## config.mk

```make
export PLATFORM = sky130hd
export DESIGN_NAME = booth_mul_iter_flat
export DESIGN_NICKNAME = d
export VERILOG_FILES = /design/src/rtl/booth_mul_iter_pkg.sv /design/src/rtl/booth_mul_iter_if.sv /design/src/rtl/booth_mul_iter_csa_tree.sv /design/src/rtl/booth_mul_iter.sv /design/src/flat_wrapper.sv
export SDC_FILE = /design/constraint.sdc
export NUM_CORES = 2
export LEC_CHECK = 0
export ABC_AREA = 1
export BUFFER_PORTS_ARGS = -buffer_cell sky130_fd_sc_hd__buf_4
export CELL_PAD_IN_SITES_DETAIL_PLACEMENT = 0
export CELL_PAD_IN_SITES_GLOBAL_PLACEMENT = 1
export CORE_UTILIZATION = 25
export CTS_CLUSTER_DIAMETER = 40
export DETAILED_ROUTE_END_ITERATION = 12
export GPL_TIMING_DRIVEN = 0
export PLACE_DENSITY = 0.47
export REMOVE_ABC_BUFFERS = 1
export SETUP_SLACK_MARGIN = 0.3
export SLEW_MARGIN = 20
export SYNTH_ARGS = -nofsm -noshare
export SYNTH_HDL_FRONTEND = slang
export SYNTH_SLANG_ARGS = --single-unit
```

## constraint.sdc

```tcl
create_clock -name clk -period 7 [get_ports clk]
set_input_delay 0.35 -clock clk [delete_from_list [all_inputs] [get_ports clk]]
set_output_delay 0.35 -clock clk [all_outputs]
set_load 0.02 [all_outputs]
```

## src/rtl/booth_mul_iter_pkg.sv

```systemverilog
// Shared definitions for the iterative radix-4 Booth multiplier: op codes,
// FSM states and the elaboration-time sizing helpers.
package mul_pkg;

    localparam logic [1:0] MUL_OP_MUL    = 2'b00;
    localparam logic [1:0] MUL_OP_MULH   = 2'b01;
    localparam logic [1:0] MUL_OP_MULHSU = 2'b10;
    localparam logic [1:0] MUL_OP_MULHU  = 2'b11;

    typedef enum logic [1:0] {
        ST_IDLE,
        ST_COMPRESS,
        ST_RESOLVE,
        ST_DONE
    } mul_state_e;

    // Number of passes: ceil((xlen+1)/chunk), since operands are extended by one bit.
    function automatic int calc_passes(input int xlen, input int chunk);
        return (xlen + chunk) / chunk;
    endfunction

    // Row count after a given number of 3:2 layers.
    function automatic int rows_at_level(input int nr, input int lvl);
        int n;
        n = nr;
        for (int l = 0; l < lvl; l++) begin
            n = 2 * (n / 3) + (n % 3);
        end
        return n;
    endfunction

    // Number of 3:2 layers needed to bring nr rows down to two.
    function automatic int num_levels(input int nr);
        int n;
        int l;
        n = nr;
        l = 0;
        while (n > 2) begin
            n = 2 * (n / 3) + (n % 3);
            l++;
        end
        return l;
    endfunction

endpackage

```

## src/rtl/booth_mul_iter_if.sv

```systemverilog
// Request/response bundle of the multiplier: operand handshake, result
// handshake and pipeline flush.
interface booth_mul_iter_if #(
    parameter int XLEN = 32
);
    logic            flush;
    logic            in_valid;
    logic            in_ready;
    logic [1:0]      in_op;
    logic [XLEN-1:0] in_a;
    logic [XLEN-1:0] in_b;
    logic            out_valid;
    logic            out_ready;
    logic [XLEN-1:0] out_result;

    modport master (
        output flush, in_valid, in_op, in_a, in_b, out_ready,
        input  in_ready, out_valid, out_result
    );

    modport slave (
        input  flush, in_valid, in_op, in_a, in_b, out_ready,
        output in_ready, out_valid, out_result
    );
endinterface

```

## src/rtl/booth_mul_iter_csa_tree.sv

```systemverilog
// One multiplier pass: radix-4 Booth recode of CHUNK bits, partial product
// generation and carry-save reduction together with the sum/carry rows.
// The 2's-complement add bits of all partial products sit at disjoint
// positions, so they are packed into a single extra row.
module booth_csa_tree
    import mul_pkg::*;
#(
    parameter int XLEN  = 32,
    parameter int CHUNK = 16,
    parameter int PW    = 2
) (
    input  logic [XLEN:0]     mcand_i,
    input  logic [CHUNK:0]    bits_i,
    input  logic [PW-1:0]     pass_i,
    input  logic [2*XLEN+1:0] sum_i,
    input  logic [2*XLEN+1:0] carry_i,
    output logic [2*XLEN+1:0] sum_o,
    output logic [2*XLEN+1:0] carry_o
);
    localparam int W    = 2 * XLEN + 2;
    localparam int NPP  = CHUNK / 2;
    localparam int NR   = NPP + 3;
    localparam int NLVL = num_levels(NR);

    logic [W-1:0]     lvl [NLVL+1][NR];
    logic [CHUNK-1:0] add_spread;
    int               shamt;

    assign shamt = int'(pass_i) * CHUNK;

    genvar gi;
    genvar gl;
    generate
        for (gi = 0; gi < NPP; gi++) begin : g_pp
            logic [2:0]      trip;
            logic            neg;
            logic            one;
            logic            two;
            logic [XLEN+1:0] mag;
            logic [XLEN+1:0] pp;

            // bits_i[0] is multiplier bit k*CHUNK-1 of this pass
            assign trip = bits_i[2*gi +: 3];
            assign neg  = trip[2] & ~(trip[1] & trip[0]);
            assign one  = trip[1] ^ trip[0];
            assign two  = (trip[2] & ~trip[1] & ~trip[0]) | (~trip[2] & trip[1] & trip[0]);
            assign mag  = one ? {mcand_i[XLEN], mcand_i} : (two ? {mcand_i, 1'b0} : '0);
            assign pp   = neg ? ~mag : mag;

            assign lvl[0][gi] = {{XLEN{pp[XLEN+1]}}, pp} << (2 * gi + shamt);
            assign add_spread[2*gi]   = neg;
            assign add_spread[2*gi+1] = 1'b0;
        end

        assign lvl[0][NPP]   = {{(W-CHUNK){1'b0}}, add_spread} << shamt;
        assign lvl[0][NPP+1] = sum_i;
        assign lvl[0][NPP+2] = carry_i;

        // Layered 3:2 compression; leftover rows of a layer pass straight through
        for (gl = 0; gl < NLVL; gl++) begin : g_lvl
            localparam int N    = rows_at_level(NR, gl);
            localparam int G    = N / 3;
            localparam int NOUT = 2 * G + (N % 3);
            for (gi = 0; gi < NR; gi++) begin : g_row
                if (gi < 2 * G) begin : g_csa
                    if (gi % 2 == 0) begin : g_s
                        assign lvl[gl+1][gi] = lvl[gl][3*(gi/2)] ^ lvl[gl][3*(gi/2)+1]
                                             ^ lvl[gl][3*(gi/2)+2];
                    end else begin : g_c
                        assign lvl[gl+1][gi] = ((lvl[gl][3*(gi/2)]   & lvl[gl][3*(gi/2)+1])
                                              | (lvl[gl][3*(gi/2)]   & lvl[gl][3*(gi/2)+2])
                                              | (lvl[gl][3*(gi/2)+1] & lvl[gl][3*(gi/2)+2])) << 1;
                    end
                end else if (gi < NOUT) begin : g_pass
                    assign lvl[gl+1][gi] = lvl[gl][gi + G];
                end else begin : g_zero
                    assign lvl[gl+1][gi] = '0;
                end
            end
        end
    endgenerate

    assign sum_o   = lvl[NLVL][0];
    assign carry_o = lvl[NLVL][1];

endmodule

```

## src/rtl/booth_mul_iter.sv

```systemverilog
// Iterative radix-4 Booth multiplier for RISC-V MUL/MULH/MULHSU/MULHU.
// Retires CHUNK multiplier bits per COMPRESS cycle into carry-save rows,
// then resolves them with one carry-propagate add.
module booth_mul_iter
    import mul_pkg::*;
#(
    parameter int XLEN  = 32,
    parameter int CHUNK = 16
) (
    input  logic              clk,
    input  logic              rst,
    booth_mul_iter_if.slave   bus
);
    localparam int P  = calc_passes(XLEN, CHUNK);
    localparam int PB = P * CHUNK;
    localparam int W  = 2 * XLEN + 2;
    localparam int PW = $clog2(P + 1);

    mul_state_e      state_q,  state_d;
    logic [PW-1:0]   pass_q,   pass_d;
    logic [1:0]      op_q,     op_d;
    logic [XLEN:0]   a_q,      a_d;
    logic [PB:0]     b_q,      b_d;
    logic [W-1:0]    sum_q,    sum_d;
    logic [W-1:0]    carry_q,  carry_d;
    logic [XLEN-1:0] result_q, result_d;

    logic [W-1:0]      tree_sum;
    logic [W-1:0]      tree_carry;
    logic [2*XLEN-1:0] total;
    logic              a_sign;
    logic              b_sign;

    booth_csa_tree #(
        .XLEN  (XLEN),
        .CHUNK (CHUNK),
        .PW    (PW)
    ) u_tree (
        .mcand_i (a_q),
        .bits_i  (b_q[CHUNK:0]),
        .pass_i  (pass_q),
        .sum_i   (sum_q),
        .carry_i (carry_q),
        .sum_o   (tree_sum),
        .carry_o (tree_carry)
    );

    // Only the product bits that can be selected are carried through the final add
    assign total  = sum_q[2*XLEN-1:0] + carry_q[2*XLEN-1:0];
    assign a_sign = (bus.in_op != MUL_OP_MULHU) & bus.in_a[XLEN-1];
    assign b_sign = ((bus.in_op == MUL_OP_MUL) | (bus.in_op == MUL_OP_MULH)) & bus.in_b[XLEN-1];

    assign bus.in_ready   = (state_q == ST_IDLE);
    assign bus.out_valid  = (state_q == ST_DONE);
    assign bus.out_result = result_q;

    // Next-state and datapath updates; flush from any busy state returns to IDLE
    always_comb begin
        state_d  = state_q;
        pass_d   = pass_q;
        op_d     = op_q;
        a_d      = a_q;
        b_d      = b_q;
        sum_d    = sum_q;
        carry_d  = carry_q;
        result_d = result_q;
        unique case (state_q)
            ST_IDLE: begin
                if (bus.in_valid && !bus.flush) begin
                    op_d    = bus.in_op;
                    a_d     = {a_sign, bus.in_a};
                    // bit 0 is the implicit zero below the multiplier LSB
                    b_d     = {{(PB-XLEN){b_sign}}, bus.in_b, 1'b0};
                    pass_d  = '0;
                    sum_d   = '0;
                    carry_d = '0;
                    if (bus.in_a == '0 || bus.in_b == '0) begin
                        result_d = '0;
                        state_d  = ST_DONE;
                    end else begin
                        state_d  = ST_COMPRESS;
                    end
                end
            end
            ST_COMPRESS: begin
                sum_d   = tree_sum;
                carry_d = tree_carry;
                b_d     = {{CHUNK{b_q[PB]}}, b_q[PB:CHUNK]};
                pass_d  = pass_q + PW'(1);
                if (pass_q == PW'(P - 1)) begin
                    state_d = ST_RESOLVE;
                end
            end
            ST_RESOLVE: begin
                result_d = (op_q == MUL_OP_MUL) ? total[XLEN-1:0] : total[2*XLEN-1:XLEN];
                state_d  = ST_DONE;
            end
            ST_DONE: begin
                if (bus.out_ready) begin
                    state_d = ST_IDLE;
                end
            end
            default: state_d = ST_IDLE;
        endcase
        if (bus.flush && state_q != ST_IDLE) begin
            state_d = ST_IDLE;
        end
    end

    // State and datapath registers with synchronous reset
    always_ff @(posedge clk) begin
        if (rst) begin
            state_q  <= ST_IDLE;
            pass_q   <= '0;
            op_q     <= MUL_OP_MUL;
            a_q      <= '0;
            b_q      <= '0;
            sum_q    <= '0;
            carry_q  <= '0;
            result_q <= '0;
        end else begin
            state_q  <= state_d;
            pass_q   <= pass_d;
            op_q     <= op_d;
            a_q      <= a_d;
            b_q      <= b_d;
            sum_q    <= sum_d;
            carry_q  <= carry_d;
            result_q <= result_d;
        end
    end

endmodule

```

## src/flat_wrapper.sv

```systemverilog
// flat-port wrapper written by rule: the top's interface ports become plain ports
module booth_mul_iter_flat import mul_pkg::*;
#(
    parameter int XLEN  = 32,
    parameter int CHUNK = 16
)
  (clk, rst, bus_flush, bus_in_valid, bus_in_op, bus_in_a, bus_in_b, bus_out_ready, bus_in_ready, bus_out_valid, bus_out_result);
  booth_mul_iter_if #(.XLEN(XLEN)) bus_i ();
  input  logic clk;
  input  logic rst;
  input wire logic [$bits(bus_i.flush)-1:0] bus_flush;
  input wire logic [$bits(bus_i.in_valid)-1:0] bus_in_valid;
  input wire logic [$bits(bus_i.in_op)-1:0] bus_in_op;
  input wire logic [$bits(bus_i.in_a)-1:0] bus_in_a;
  input wire logic [$bits(bus_i.in_b)-1:0] bus_in_b;
  input wire logic [$bits(bus_i.out_ready)-1:0] bus_out_ready;
  output wire logic [$bits(bus_i.in_ready)-1:0] bus_in_ready;
  output wire logic [$bits(bus_i.out_valid)-1:0] bus_out_valid;
  output wire logic [$bits(bus_i.out_result)-1:0] bus_out_result;
  assign bus_i.flush = bus_flush;
  assign bus_i.in_valid = bus_in_valid;
  assign bus_i.in_op = bus_in_op;
  assign bus_i.in_a = bus_in_a;
  assign bus_i.in_b = bus_in_b;
  assign bus_i.out_ready = bus_out_ready;
  assign bus_in_ready = bus_i.in_ready;
  assign bus_out_valid = bus_i.out_valid;
  assign bus_out_result = bus_i.out_result;
  booth_mul_iter #(.XLEN(XLEN), .CHUNK(CHUNK)) u_core (.clk(clk), .rst(rst), .bus(bus_i));
endmodule
```

======== Yosys cells after proc, flatten, opt, wreduce, memory -nomap -nowiden ========
Index checks and enable logic that the tools add are counted.
operators by class
  bitwise logic cells ..................... 164
  add/subtract/negate cells ............... 9
  equal/unequal tests ..................... 10
  mux-type cells .......................... 40
  reduce and logical (&&, ||, !) cells .... 18
  shift operators ......................... 9
operators with widths
  operator                                                      count
  65-bit bitwise AND                                            27
  66-bit bitwise XOR                                            18
  65-bit bitwise OR                                             18
  34-bit 2-to-1 mux                                             24
  66-bit by 7-bit left shift with 66-bit output                 7
  34-bit inverter                                               8
  66-bit case mux with 2 select lines                           2
  49-bit case mux with 2 select lines                           1
  32-bit 2-to-1 mux                                             3
  66-bit 2-to-1 mux                                             1
  15-bit by 6-bit left shift with 66-bit output                 1
  66-bit by 6-bit left shift with 66-bit output                 1
  64-bit adder                                                  1
  32-bit zero test                                              2
  32-bit case mux with 2 select lines                           1
  1-bit bitwise AND                                             50
  49-bit 2-to-1 mux                                             1
  4-bit by 6-bit adder with 7-bit output, first input constant  4
  1-bit inverter                                                26
  3-bit by 6-bit adder with 7-bit output, first input constant  2
  2-bit 2-to-1 mux                                              5
  1-bit bitwise OR                                              9
  3-bit AND reduction                                           3
  2-bit case mux with 4 select lines                            1
  15 further kinds                                              34
storage, ports and cells
  bits of input ports ..................... 71
  word-level logic and storage cells ...... 259
  output and inout port bits .............. 34
  register bits after elaboration ......... 252

======== Depth between registers and ports, before layout ========
  depth after elaboration ................. 25
  mapped depth ............................ 28
  depth with buffers taken out ............ 26

======== Hierarchy ========
From an unflattened synthesis, not the netlist that was laid out.
unflattened totals
  cell total of the unflattened synthesis .. 6064
  area total of the unflattened synthesis .. 39857.0 um2
modules (own cells, without submodules)
  module          area each (um2)  sequential area each (um2)  cells an instance  times used
  booth_csa_tree  24791.3          0.0                         3536               1
  booth_mul_iter  15065.7          4764.6                      2528               1

======== Worst setup path before layout ========
OpenSTA, ideal clock, no wires.
  kind .................................... register to register
  start ................................... register u_core.b_q[10]
  end ..................................... register u_core.sum_q[12]
  arrival time ............................ 4.619 ns
  required time ........................... 6.930 ns
  path slack .............................. 2.311 ns
  clock period less this slack ............ 4.689 ns
  setup time .............................. 0.070 ns
  stages on the path, launching flop included .. 18
  path buffers ............................ 2
  cells stage by stage .................... dfxtp_1 ha_1 buf_2 buf_1 nand2_1 o21ai_0 nand2_1 xor2_1 or2_2 fa_1 fa_1 inv_1 fa_1 fa_1 inv_1 fa_1 or2_2 a21oi_1
on the way
  longest elaborated chain between the ends .. 23
  elaborated cells on any way between the ends .. 72
  classes of those cells .................. shift: 3; mux: 7; bitwise: 62
ends and longest elaborated chain
  element                                                   RTL line                                                      RTL
  start: declaration                                        booth_mul_iter.sv:23                                          logic [PB:0] b_q, b_d;
  start signal: assignment                                  booth_mul_iter.sv:117                                         b_q <= '0;
  start signal: assignment                                  booth_mul_iter.sv:126                                         b_q <= b_d;
  1-bit inverter                                            booth_mul_iter_csa_tree.sv:46                                 assign two = (trip[2] & ~trip[1] & ~trip[0]) | (~trip[2] & trip[1] & trip[0]);
  1-bit bitwise AND (2 in series)                           booth_mul_iter_csa_tree.sv:46
  1-bit bitwise OR                                          booth_mul_iter_csa_tree.sv:46
  34-bit 2-to-1 mux (2 in series)                           booth_mul_iter_csa_tree.sv:47                                 assign mag = one ? {mcand_i[XLEN], mcand_i} : (two ? {mcand_i, 1'b0} : '0);
  34-bit inverter                                           booth_mul_iter_csa_tree.sv:48                                 assign pp = neg ? ~mag : mag;
  34-bit 2-to-1 mux                                         booth_mul_iter_csa_tree.sv:48
  66-bit by 7-bit left shift with 66-bit output             booth_mul_iter_csa_tree.sv:50                                 assign lvl[0][gi] = {{XLEN{pp[XLEN+1]}}, pp} << (2 * gi + shamt);
  66-bit bitwise XOR or 65-bit bitwise AND (tied branches)  booth_mul_iter_csa_tree.sv:67, booth_mul_iter_csa_tree.sv:70
  [5 not listed]                                            -
  65-bit bitwise OR or 66-bit bitwise XOR (tied branches)   booth_mul_iter_csa_tree.sv:71, booth_mul_iter_csa_tree.sv:67
  65-bit bitwise OR or 66-bit bitwise XOR (tied branches)   booth_mul_iter_csa_tree.sv:72, booth_mul_iter_csa_tree.sv:68
  65-bit bitwise AND (on tied branches)                     booth_mul_iter_csa_tree.sv:70, booth_mul_iter_csa_tree.sv:71
  65-bit bitwise OR                                         booth_mul_iter_csa_tree.sv:71                                 | (lvl[gl][3*(gi/2)] & lvl[gl][3*(gi/2)+2])
  65-bit bitwise OR                                         booth_mul_iter_csa_tree.sv:72                                 | (lvl[gl][3*(gi/2)+1] & lvl[gl][3*(gi/2)+2])) << 1;
  66-bit bitwise XOR                                        booth_mul_iter_csa_tree.sv:67                                 assign lvl[gl+1][gi] = lvl[gl][3*(gi/2)] ^ lvl[gl][3*(gi/2)+1]
  66-bit bitwise XOR (*)                                    booth_mul_iter_csa_tree.sv:68                                 ^ lvl[gl][3*(gi/2)+2];
  66-bit case mux with 2 select lines (*)                   booth_mul_iter.sv:67                                          unique case (state_q)
  end signal: assignment                                    booth_mul_iter.sv:127                                         sum_q <= sum_d;
  end: declaration                                          booth_mul_iter.sv:24                                          logic [W-1:0] sum_q, sum_d;
Mark *: on every way between the ends. The rest lies on a longest branch, timed or not.
A chain may end at the register's enable or synchronous reset.

======== Final worst setup path ========
  start ................................... register u_core.pass_q[0]
  end ..................................... register u_core.sum_q[48]
on the way
  longest elaborated chain between the ends .. 17
  elaborated cells on any way between the ends .. 74
  classes of those cells .................. add/sub: 7; shift: 9; mux: 1; bitwise: 57
ends and longest elaborated chain
  element                                                                                           RTL line                                                      RTL
  start: declaration                                                                                booth_mul_iter.sv:20                                          logic [PW-1:0] pass_q, pass_d;
  start signal: assignment                                                                          booth_mul_iter.sv:123                                         pass_q <= pass_d;
  2-bit by 6-bit adder with 7-bit output or 3-bit by 6-bit adder with 7-bit output (tied branches)  booth_mul_iter_csa_tree.sv:50
  66-bit by 7-bit left shift with 66-bit output                                                     booth_mul_iter_csa_tree.sv:50
  65-bit bitwise AND (on tied branches)                                                             booth_mul_iter_csa_tree.sv:70, booth_mul_iter_csa_tree.sv:71
  65-bit bitwise OR                                                                                 booth_mul_iter_csa_tree.sv:71
  65-bit bitwise OR                                                                                 booth_mul_iter_csa_tree.sv:72
  65-bit bitwise AND                                                                                booth_mul_iter_csa_tree.sv:70                                 assign lvl[gl+1][gi] = ((lvl[gl][3*(gi/2)] & lvl[gl][3*(gi/2)+1])
  65-bit bitwise OR                                                                                 booth_mul_iter_csa_tree.sv:71
  65-bit bitwise OR                                                                                 booth_mul_iter_csa_tree.sv:72
  65-bit bitwise AND                                                                                booth_mul_iter_csa_tree.sv:70
  65-bit bitwise OR                                                                                 booth_mul_iter_csa_tree.sv:71
  65-bit bitwise OR                                                                                 booth_mul_iter_csa_tree.sv:72
  65-bit bitwise AND                                                                                booth_mul_iter_csa_tree.sv:70
  65-bit bitwise OR                                                                                 booth_mul_iter_csa_tree.sv:71
  65-bit bitwise OR                                                                                 booth_mul_iter_csa_tree.sv:72
  66-bit bitwise XOR                                                                                booth_mul_iter_csa_tree.sv:67
  66-bit bitwise XOR (*)                                                                            booth_mul_iter_csa_tree.sv:68
  66-bit case mux with 2 select lines (*)                                                           booth_mul_iter.sv:67
Marked as above.

==> results by group <==
Final layout
  • Proportion of layout cells with a drive suffix above 1: 8.076%
  • Final std cells w/o fill: 7,258
  • Finished Cell Area: 0.04270 mm2
  • Syn-to-layout area delta: 16.67%
  • Final Core Density: around 30%
  • Highest-count cells in the layout ignoring fill and taps: nand2_1 (1,387), inv_1 (718), o21ai_0 (568), fa_1 (472), a21oi_1 (405)
  • Commonest non-fill, non-tap cell in the layout: nand2_1
  • Nets: around 6,000

Route
  • DRT Pass-1 Iters: 6
  • Routed wire length per instance: 27.39 um
  • Starting DRT DRC Count: 3,158
  • Vias: 36,200
  • WL final: 198.8 mm
  • Drt drc: 0
  • Vias per cell: 4.988
  • Final ANT Viol Nets: 0

Clocking
  • Clk slew on worst S/H paths: ~0.050 ns
  • TritonCTS clock tree: done
  • Number of buffers on the longest clock path: 3
  • H-tree Lvls: 2
  • Clk root buf: clkbuf_16
  • Worst skew pair latency: approximately 0.7 ns
  • Clk sinks: 232
  • Total CTS buffers: slightly below 60

Place
  • I/O Buffers: 104
  • Placed Area: 0.03991 mm2
  • GP Congestion: 0.9158
  • Placed insts: 7,094
  • Post-Place Setup Slack: -0.4567 ns
  • HPWL after detailed placement: 156.0 mm

Timing
  • Final hold vios: 0
  • Slew headroom: approximately a fifth
  • Clock Skews: 0.05771 ns
  • Worst-Margin Slew: 1.216 ns
  • Final period util: 93.12%
  • Setup slack after layout: 0.4814 ns
  • Crit path time final: 6.519 ns
  • RSZ-0062 raised after global routing: no
  • Final Slew Violations: 0
  • Fmax: 153.4 MHz
  • Setup violations, final: 0

Synth
  • Top FF cell, synth: dfxtp_1
  • Post-synthesis register bit count: ~230
  • Synth Instances: between 5,000 and 6,000
  • Unique cell type count in the Yosys netlist: 56
  • Post-Syn Area per Cell: 6.842 um2
  • Register area share after synthesis: ~13%
  • EDFF count, synth: 0
  • Fraction of registers with async set/reset: 0%
  • Synthesis Warnings: 0
  • Cell Area, Synth: approximately 0.037 mm2

Worst setup path
  • WP data required: 7.58 ns
  • Endpoint class of the critical path: flop
  • Critical path class: flop to flop
  • Worst R2R Setup Slack: 0.48 ns
  • Arrival time worst endpoint: 7.10 ns
  • Crit Path Max Fanout: 44
  • Worst setup SP type: flop

Floorplan
  • Num ports: around 110
  • Width of the die: 384.6 um
  • Rows: 140
  • Starting Density: 25.17%
  • Full die area: ~0.15 mm2
  • Die Y: around 380 um
  • CORE AREA: ~0.15 mm2

Global routing
  • Gr usage total: 26.79%
  • Initial antenna violation count: 6
  • Vias in the first global route: 36,160
  • First-pass GRT wire length: 279.1 mm
  • Total congestion overflow: 0
  • Largest net degree at the start of global routing: 126

Min path
  • Worst hold path type: input port to flop

Job
  • Max-cap violations: 0

Status
  • Status: finished, final reports clean
sequential cells by signal, summed over array words and instances (netlist names):
register	cells
u_core.sum_q	64
u_core.b_q	35
u_core.carry_q	62
u_core.a_q	33
u_core.state_q	2
u_core.op_q	2
u_core.pass_q	2
u_core.bus.out_result	32
kinds of logic (layout without fill, tap and decap cells):
family / count (synthesis) / in the layout / synth area share [%]
fa+ha+maj: 590 / 590 / 29.85
buf+inv: 1077 / 1065 / 11.41
other cells: 0 / 4 / 0
compound gates: 1181 / 1181 / 17.16
xor+xnor: 271 / 271 / 6.486
mux: 9 / 9 / 0.2462
simple gates: 1989 / 1989 / 22.15
flops: 232 / 232 / 12.69
layout make-up:
type,instances,area (um2)
Antenna cell,4,10.01
Clock buffer,69,1584
Clock inverter,41,655.6
Fill cell,16270,102700
Inverter,744,2836
Multi-Input combinational cell,4040,28030
Sequential cell,232,4656
Tap cell,1917,2399
Timing Repair Buffer,211,2525
what timing repair did:
| action | in CTS | in global routing |
|---|---|---|
| cloned | 0 | 1 |
| hold buffers | 38 | 0 |
| pin swaps | 1 | 1 |
| endpoints found under the setup margin | 46 | 17 |
| buffers inserted | 8 | 3 |
| endpoints found under the hold margin | 42 | 0 |
| resized for setup | 7 | 3 |
final timing paths:
check                                        end  cells past startpoint              from
worst max-delay path            u_core.sum_q[48]                     20  u_core.pass_q[0]
worst min register to register     u_core.b_q[1]                      2    u_core.b_q[17]
worst max register to register  u_core.sum_q[48]                     20  u_core.pass_q[0]
worst min-delay path               u_core.a_q[3]                      3       bus_in_a[3]
synthesized netlist by cell type (5+ instances only):
cell type / count / area [um2]
inv_1: 725 / 2721
nor4_1: 18 / 112.6
mux2i_1: 9 / 90.09
a31oi_1: 51 / 319.1
clkbuf_1: 223 / 837.1
nand3b_1: 9 / 67.56
buf_2: 60 / 300.3
o21ai_1: 11 / 55.05
xnor2_1: 9 / 78.83
o211ai_1: 7 / 52.55
o21a_1: 5 / 37.54
o21ai_0: 568 / 2843
nand4_1: 14 / 87.58
xor2_1: 262 / 2295
fa_1: 472 / 9449
nand2_1: 1395 / 5236
nand2_2: 5 / 31.28
inv_2: 17 / 63.81
ha_1: 118 / 1476
o21bai_1: 12 / 90.09
a21o_1: 12 / 90.09
a22oi_1: 12 / 90.09
nor2_1: 298 / 1119
buf_4: 9 / 67.56
or2_2: 58 / 362.9
nor3_1: 20 / 100.1
o22ai_1: 73 / 456.7
buf_1: 38 / 142.6
nand3_2: 7 / 70.07
nor2_4: 6 / 67.56
a21oi_1: 405 / 2027
nand3_1: 145 / 725.7
dfxtp_1: 232 / 4644
worst max-delay path, stage by stage, from the launching register on:
cell and delay (ns):
dfxtp_4 0.54, buf_12 0.28, buf_12 0.26, buf_12 0.27, inv_8 0.17, nor2_4 0.30
inv_4 0.27, buf_12 0.28, nand2_2 0.25, clkinvlp_4 0.12, buf_4 0.20, a31oi_1 0.16
a21oi_1 0.08, fa_1 0.50, fa_1 0.73, fa_1 0.60, fa_1 0.53, inv_1 0.05
fa_1 0.48, nand2_1 0.05, a21oi_1 0.15
per-layer routing:
metal	wire [um]	part of all wire (%)	track usage (%)	up-vias
met5	0	0	0	-
met4	8412	4.2	10.27	0
met3	11200	5.6	2.715	221
met2	88630	45	42.25	1183
met1	90580	46	37.44	18050
li1	-	-	-	16740
through the flow:
step           hold WS [ns]   TNS, ns
5_1_grt             0.03314         0
6_report            0.02447         0
2_1_floorplan        0.4124   -334.65
4_1_cts           0.0001509         0
3_5_place_dp         0.4590    -7.063
3_3_place_gp         0.4542  -1572.35
Power is not shown: default switching activity piles up to over one toggle a cycle in this logic, so the estimate is an artifact.
